--- src/rtl/dcache_req_queue.sv ---
// FIFO of pending LSU memory requests feeding the Dcache pipeline.
// A store-conditional success flag can be attached one cycle after its push.
module dcache_req_queue #(
  parameter int DEPTH = 4,
  parameter int AW    = 32,
  parameter int DW    = 32,
  parameter int OPW   = 32,
  parameter int PCW   = 32,
  parameter int CW    = $clog2(DEPTH + 1)
) (
  input  logic           clk,
  input  logic           rstn,
  input  logic           flush,

  input  logic           in_valid,
  output logic           in_ready,
  input  logic [AW-1:0]  in_addr,
  input  logic [DW-1:0]  in_data,
  input  logic [OPW-1:0] in_opcode,
  input  logic [PCW-1:0] in_pc,
  input  logic           in_opflag,
  input  logic           in_type,
  input  logic [3:0]     in_wstrb,
  input  logic           in_suc,

  output logic           out_valid,
  input  logic           out_ready,
  output logic [AW-1:0]  out_addr,
  output logic [DW-1:0]  out_data,
  output logic [OPW-1:0] out_opcode,
  output logic [PCW-1:0] out_pc,
  output logic           out_opflag,
  output logic           out_type,
  output logic [3:0]     out_wstrb,
  output logic           out_suc,

  output logic [CW-1:0]  count
);

  localparam int PW = $clog2(DEPTH);
  localparam logic [CW-1:0] FULL_CNT = CW'(DEPTH);

  logic [PW-1:0]  head;
  logic [PW-1:0]  tail;
  logic [PW-1:0]  pend_idx;
  logic           pend_valid;
  logic [CW-1:0]  count_q;

  logic [AW-1:0]  addr_mem   [DEPTH];
  logic [DW-1:0]  data_mem   [DEPTH];
  logic [OPW-1:0] opcode_mem [DEPTH];
  logic [PCW-1:0] pc_mem     [DEPTH];
  logic           opflag_mem [DEPTH];
  logic           type_mem   [DEPTH];
  logic [3:0]     wstrb_mem  [DEPTH];
  logic           suc_mem    [DEPTH];

  logic push;
  logic pop;
  logic suc_wr;
  logic suc_bypass;

  // Full blocks pushes even when a pop happens in the same cycle.
  assign in_ready  = (count_q < FULL_CNT);
  assign out_valid = (count_q != '0);
  assign count     = count_q;

  assign push   = in_valid && in_ready && !flush;
  assign pop    = out_valid && out_ready && !flush;
  assign suc_wr = pend_valid && !flush && !(pop && (pend_idx == head));

  always_ff @(posedge clk or negedge rstn) begin
    if (!rstn) begin
      head       <= '0;
      tail       <= '0;
      count_q    <= '0;
      pend_valid <= 1'b0;
      pend_idx   <= '0;
    end else if (flush) begin
      head       <= '0;
      tail       <= '0;
      count_q    <= '0;
      pend_valid <= 1'b0;
    end else begin
      if (push) begin
        tail     <= tail + PW'(1);
        pend_idx <= tail;
      end
      if (pop) begin
        head <= head + PW'(1);
      end
      pend_valid <= push;
      case ({push, pop})
        2'b10:   count_q <= count_q + CW'(1);
        2'b01:   count_q <= count_q - CW'(1);
        default: count_q <= count_q;
      endcase
    end
  end

  always_ff @(posedge clk or negedge rstn) begin
    if (!rstn) begin
      for (int i = 0; i < DEPTH; i++) begin
        addr_mem[i]   <= '0;
        data_mem[i]   <= '0;
        opcode_mem[i] <= '0;
        pc_mem[i]     <= '0;
        opflag_mem[i] <= 1'b0;
        type_mem[i]   <= 1'b0;
        wstrb_mem[i]  <= '0;
      end
    end else if (push) begin
      addr_mem[tail]   <= in_addr;
      data_mem[tail]   <= in_data;
      opcode_mem[tail] <= in_opcode;
      pc_mem[tail]     <= in_pc;
      opflag_mem[tail] <= in_opflag;
      type_mem[tail]   <= in_type;
      wstrb_mem[tail]  <= in_wstrb;
    end
  end

  // The pending slot never equals tail on a push, so both writes can coexist.
  always_ff @(posedge clk or negedge rstn) begin
    if (!rstn) begin
      for (int i = 0; i < DEPTH; i++) begin
        suc_mem[i] <= 1'b0;
      end
    end else begin
      if (suc_wr) begin
        suc_mem[pend_idx] <= in_suc;
      end
      if (push) begin
        suc_mem[tail] <= 1'b0;
      end
    end
  end

  assign suc_bypass = pend_valid && (pend_idx == head) && in_suc;

  assign out_addr   = out_valid ? addr_mem[head]   : '0;
  assign out_data   = out_valid ? data_mem[head]   : '0;
  assign out_opcode = out_valid ? opcode_mem[head] : '0;
  assign out_pc     = out_valid ? pc_mem[head]     : '0;
  assign out_opflag = out_valid ? opflag_mem[head] : 1'b0;
  assign out_type   = out_valid ? type_mem[head]   : 1'b0;
  assign out_wstrb  = out_valid ? wstrb_mem[head]  : '0;
  assign out_suc    = out_valid ? (suc_mem[head] | suc_bypass) : 1'b0;

endmodule

--- config.mk ---
export PLATFORM = sky130hd
export DESIGN_NAME = dcache_req_queue
export DESIGN_NICKNAME = d
export VERILOG_FILES = /design/src/rtl/dcache_req_queue.sv
export SDC_FILE = /design/constraint.sdc
export NUM_CORES = 1
export LEC_CHECK = 0
export ABC_AREA = 0
export CAP_MARGIN = 25
export CORE_MARGIN = 2
export CORE_UTILIZATION = 36
export CTS_CLUSTER_SIZE = 20
export DETAILED_ROUTE_END_ITERATION = 12
export SLEW_MARGIN = 20
export SYNTH_ARGS = -nofsm -noshare
export SYNTH_HDL_FRONTEND = slang
export SYNTH_SLANG_ARGS = --single-unit
--- constraint.sdc ---
create_clock -name clk -period 2.9 [get_ports clk]
set_input_delay 0.87 -clock clk [delete_from_list [all_inputs] [get_ports clk]]
set_output_delay 0.87 -clock clk [all_outputs]
set_load 0.02 [all_outputs]
==> report_table.html <==
<table>
<tr><th>Metric</th><th>Value</th></tr>
<tr><th colspan="2">Global route</th></tr>
<tr><td>Maximum number of pins on one net before global-route repair</td><td>81</td></tr>
<tr><td>Remaining global-route overflow</td><td>0</td></tr>
<tr><td>Via count of the first global-routing pass</td><td>16.6k</td></tr>
<tr><td>Initial antenna violation count</td><td>4</td></tr>
<tr><td>Wire length of the first global-routing pass</td><td>96.2 mm</td></tr>
<tr><td>Global routing usage summed across all routing layers</td><td>0.173</td></tr>
<tr><th colspan="2">Floorplan</th></tr>
<tr><td>Height of the chip</td><td>268 microns</td></tr>
<tr><td>Placeable core area</td><td>68700 sq um</td></tr>
<tr><td>Die area</td><td>71700 sq um</td></tr>
<tr><td>Overall die width</td><td>268 microns</td></tr>
<tr><td>Number of ports placed on the die boundary</td><td>280</td></tr>
<tr><td>Starting utilization of the core area</td><td>0.364</td></tr>
<tr><td>Total number of placement rows</td><td>96</td></tr>
<tr><th colspan="2">Logic synthesis</th></tr>
<tr><td>Number of enable-type register cells in the synthesized netlist</td><td>0</td></tr>
<tr><td>Post-Syn Instances</td><td>1530</td></tr>
<tr><td>Share of flip-flops with an asynchronous set or reset after synthesis</td><td>1.00</td></tr>
<tr><td>Mean instance size in the synthesized netlist</td><td>16.4 sq um</td></tr>
<tr><td>Synth unique cells</td><td>36</td></tr>
<tr><td>FF+latch count, synth</td><td>550</td></tr>
<tr><td>Proportion of netlist area held by the largest area contributor</td><td>0.550</td></tr>
<tr><td>Post-synthesis instance area</td><td>25000 sq um</td></tr>
<tr><td>Largest cells by area after synthesis</td><td>dfrtp_1, mux2_2, mux4_2</td></tr>
<tr><td>Synthesized net count</td><td>1675</td></tr>
<tr><td>Cell taking the most area after synthesis</td><td>dfrtp_1</td></tr>
<tr><td>Sequential element share of the synthesized area</td><td>0.550</td></tr>
<tr><td>Number of warnings issued by yosys</td><td>0</td></tr>
<tr><td>Predominant post-synthesis flop cell</td><td>dfrtp_1</td></tr>
<tr><th colspan="2">Timing</th></tr>
<tr><td>Setup TNS</td><td>-37380 ps</td></tr>
<tr><td>Transition time at the pin with the least slew margin</td><td>441 ps</td></tr>
<tr><td>Slew headroom</td><td>0.706</td></tr>
<tr><td>Fin crit share</td><td>1.14</td></tr>
<tr><td>Crit path setup slack, layout</td><td>-401 ps</td></tr>
<tr><td>Count of final max-slew check failures</td><td>0</td></tr>
<tr><td>RSZ-0062 raised after global routing</td><td>true</td></tr>
<tr><td>Maximum operating frequency</td><td>303 MHz</td></tr>
<tr><td>Shortest period the worst path allows</td><td>3300 ps</td></tr>
<tr><td>Final clock skew</td><td>21.4 ps</td></tr>
<tr><td>Worst hold slack across all endpoints</td><td>140 ps</td></tr>
<tr><td>Final setup violation count</td><td>135</td></tr>
<tr><td>Final hold vios</td><td>0</td></tr>
<tr><th colspan="2">Place</th></tr>
<tr><td>Dpl ws</td><td>-259 ps</td></tr>
<tr><td>Input/output buffers</td><td>279</td></tr>
<tr><td>Placer's final routability congestion estimate</td><td>0.751</td></tr>
<tr><td>Number of cells in the design after placement</td><td>2768</td></tr>
<tr><td>Estimated wirelength of the detail-placed design</td><td>40.8 mm</td></tr>
<tr><td>Dpl cell area</td><td>30000 sq um</td></tr>
<tr><th colspan="2">Power</th></tr>
<tr><td>Pwr dens</td><td>1070 nW/um^2</td></tr>
<tr><td>Leakage Power</td><td>14.4 nW</td></tr>
<tr><td>Max IR drop VDD</td><td>0.581 mV</td></tr>
<tr><td>Post-route total power</td><td>35.5 mW</td></tr>
<tr><th colspan="2">Final layout</th></tr>
<tr><td>Summed area of non-filler cells in the final layout</td><td>33100 sq um</td></tr>
<tr><td>NumNets Final</td><td>2100</td></tr>
<tr><td>Post-layout util</td><td>0.482</td></tr>
<tr><td>Fraction of final layout cells sized beyond drive strength 1</td><td>0.551</td></tr>
<tr><td>Number of standard cells in the final layout excluding fillers</td><td>2935</td></tr>
<tr><td>Area growth from synthesis to layout</td><td>32.4%</td></tr>
<tr><th colspan="2">Drt</th></tr>
<tr><td>Count of antenna-violating nets left after detailed routing</td><td>0</td></tr>
<tr><td>Pre-antenna DRT Iters</td><td>4</td></tr>
<tr><td>DRC violation count after routing</td><td>0</td></tr>
<tr><td>Post-DR vias/cell</td><td>5.00</td></tr>
<tr><td>Via count</td><td>14.7k</td></tr>
<tr><td>Total length of routed wires</td><td>61.8 mm</td></tr>
<tr><td>Avg WL per Cell</td><td>21.0 microns</td></tr>
<tr><td>Number of DRC markers in iteration 0</td><td>592</td></tr>
<tr><th colspan="2">Setup path</th></tr>
<tr><td>Worst path cell trace</td><td>buf_12, buf_12, clkbuf_16, buf_6, mux4_2, and2_4, buf_6</td></tr>
<tr><td>Worst-path fanout max</td><td>6</td></tr>
<tr><td>Critical path required time</td><td>2030 ps</td></tr>
<tr><td>Crit Path Category</td><td>flip-flop to output pin</td></tr>
<tr><td>Kind of launch point of the worst setup path</td><td>flip-flop</td></tr>
<tr><td>Data arrival time of the worst path</td><td>2430 ps</td></tr>
<tr><td>Largest stage delay on the critical path</td><td>500 ps</td></tr>
<tr><td>R2r setup slk</td><td>720 ps</td></tr>
<tr><td>CP max stage cell</td><td>dfrtp_4</td></tr>
<tr><td>Critical register-to-register path startpoint</td><td>count[2]</td></tr>
<tr><td>Sum of buffers and inverters on the critical path</td><td>5</td></tr>
<tr><td>Gate family responsible for the most delay along the worst path</td><td>buffers and inverters</td></tr>
<tr><td>Reg-to-reg endpoint</td><td>count[2]</td></tr>
<tr><td>Cell depth of the worst flop-to-flop path</td><td>7</td></tr>
<tr><td>Worst Setup End Kind</td><td>output pin</td></tr>
<tr><th colspan="2">Clock tree</th></tr>
<tr><td>Clock tree from TritonCTS</td><td>done</td></tr>
<tr><td>H-tree depth</td><td>2</td></tr>
<tr><td>Root Buffer</td><td>clkbuf_16</td></tr>
<tr><td>Number of buffers between clock root and the deepest sink</td><td>3</td></tr>
<tr><td>Worst-skew pair later-pin latency</td><td>610 ps</td></tr>
<tr><td>Number of buffers added by the clock tree synthesis step</td><td>59</td></tr>
<tr><td>Sink Count</td><td>550</td></tr>
<tr><td>Clock edge transition at the registers on the reported setup and hold paths</td><td>60 ps</td></tr>
<tr><th colspan="2">Status</th></tr>
<tr><td>Violated checks</td><td>negative setup slack</td></tr>
<tr><td>Run status</td><td>finished, violations left</td></tr>
<tr><th colspan="2">Min path</th></tr>
<tr><td>Kind of path behind the tightest hold check</td><td>primary input to async pin</td></tr>
<tr><th colspan="2">Flow run</th></tr>
<tr><td>Max-cap viol count</td><td>0</td></tr>
</table>
## placed cells by master (no fill, tap or decap), drive strengths merged, types with 6 or more instances in the layout
master | Yosys | layout
buf | 94 | 320
mux4 | 135 | 135
clkbuf | 16 | 95
dfrtp | 550 | 550
clkinv | 0 | 15
nand2b | 11 | 11
and2 | 134 | 134
mux2i | 6 | 6
clkdlybuf4s50 | 0 | 142
mux2 | 539 | 539
## synthesized netlist by cell type, types with 2 or more instances
cell	n
buf_2	17
mux4_2	135
xor2_1	4
buf_1	11
dfrtp_1	550
mux2i_1	6
nor4bb_1	5
o31ai_1	4
buf_4	30
clkbuf_1	16
and2_1	134
buf_6	35
nor2b_1	2
ha_1	4
nor2_1	5
mux2_1	127
nand2b_1	11
inv_1	3
nor3_1	2
mux2_2	412
nand2_1	2
## what timing repair did
item	4_1_cts	5_1_grt
resized for setup	347	622
setup buffers	18	40
hold buffers	0	0
setup endpoints to repair	136	136
pin swaps	2	10
endpoints found under the hold margin	0	0
gates cloned	0	4
## logic make-up (layout without fill, tap and decap cells)
| family | after synthesis | after routing | share of synthesized area |
|---|---|---|---|
| multiplexers | 680 | 680 | 0.366 |
| flip-flops | 550 | 550 | 0.550 |
| AND/OR/NAND/NOR | 168 | 168 | 0.0426 |
| buffers and inverters | 113 | 586 | 0.0332 |
| AO/OA/AOI/OAI | 8 | 8 | 0.00295 |
| XOR/XNOR | 6 | 6 | 0.00240 |
| adder cells (fa/ha/maj) | 5 | 5 | 0.00280 |
| other | 0 | 1 | 0 |
## power breakdown
part / switching, mW / internal (mW) / total, mW
registers: 1.54 / 10.9 / 12.4
clock network: 3.13 / 4.57 / 7.70
logic: 6.11 / 9.23 / 15.3
total: 10.8 / 24.7 / 35.5
## final cells by class
cell class / instances / area, sq um
Inverter: 3 / 11.3
Fill cell: 5955 / 35600
Multi-Input combinational cell: 867 / 10800
Antenna cell: 1 / 2.50
Sequential cell: 550 / 13800
Tap cell: 931 / 1160
Timing Repair Buffer: 474 / 5380
Clock buffer: 84 / 1720
Clock inverter: 25 / 287
## worst max-delay path by stage
stage / from / to / cells past startpoint
CTS: head[0] / out_data[21] / 5
floorplan: count[2] / out_opcode[30] / 5
finish: head[0] / out_addr[3] / 7
detailed placement: in_suc / out_suc / 5
global placement: in_suc / out_suc / 5
global route: head[0] / out_addr[3] / 7
## flip-flops by register name, summed over array words and instances, names as in the netlist
name,count
pc_mem,128
opflag_mem,4
pend_idx,2
pend_valid,1
opcode_mem,128
count,3
tail,2
type_mem,4
data_mem,128
head,2
wstrb_mem,16
suc_mem,4
addr_mem,128
## metal layers
| layer | vias up | global-route usage | wire length, microns |
|---|---|---|---|
| met2 | 264 | 0.298 | 31500 |
| met1 | 7843 | 0.220 | 26100 |
| li1 | 6471 | - | - |
| met4 | 8 | 0.0456 | 1170 |
| met5 | - | 0 | 53 |
| met3 | 85 | 0.0368 | 2970 |
(Power assumes the default switching activity.)
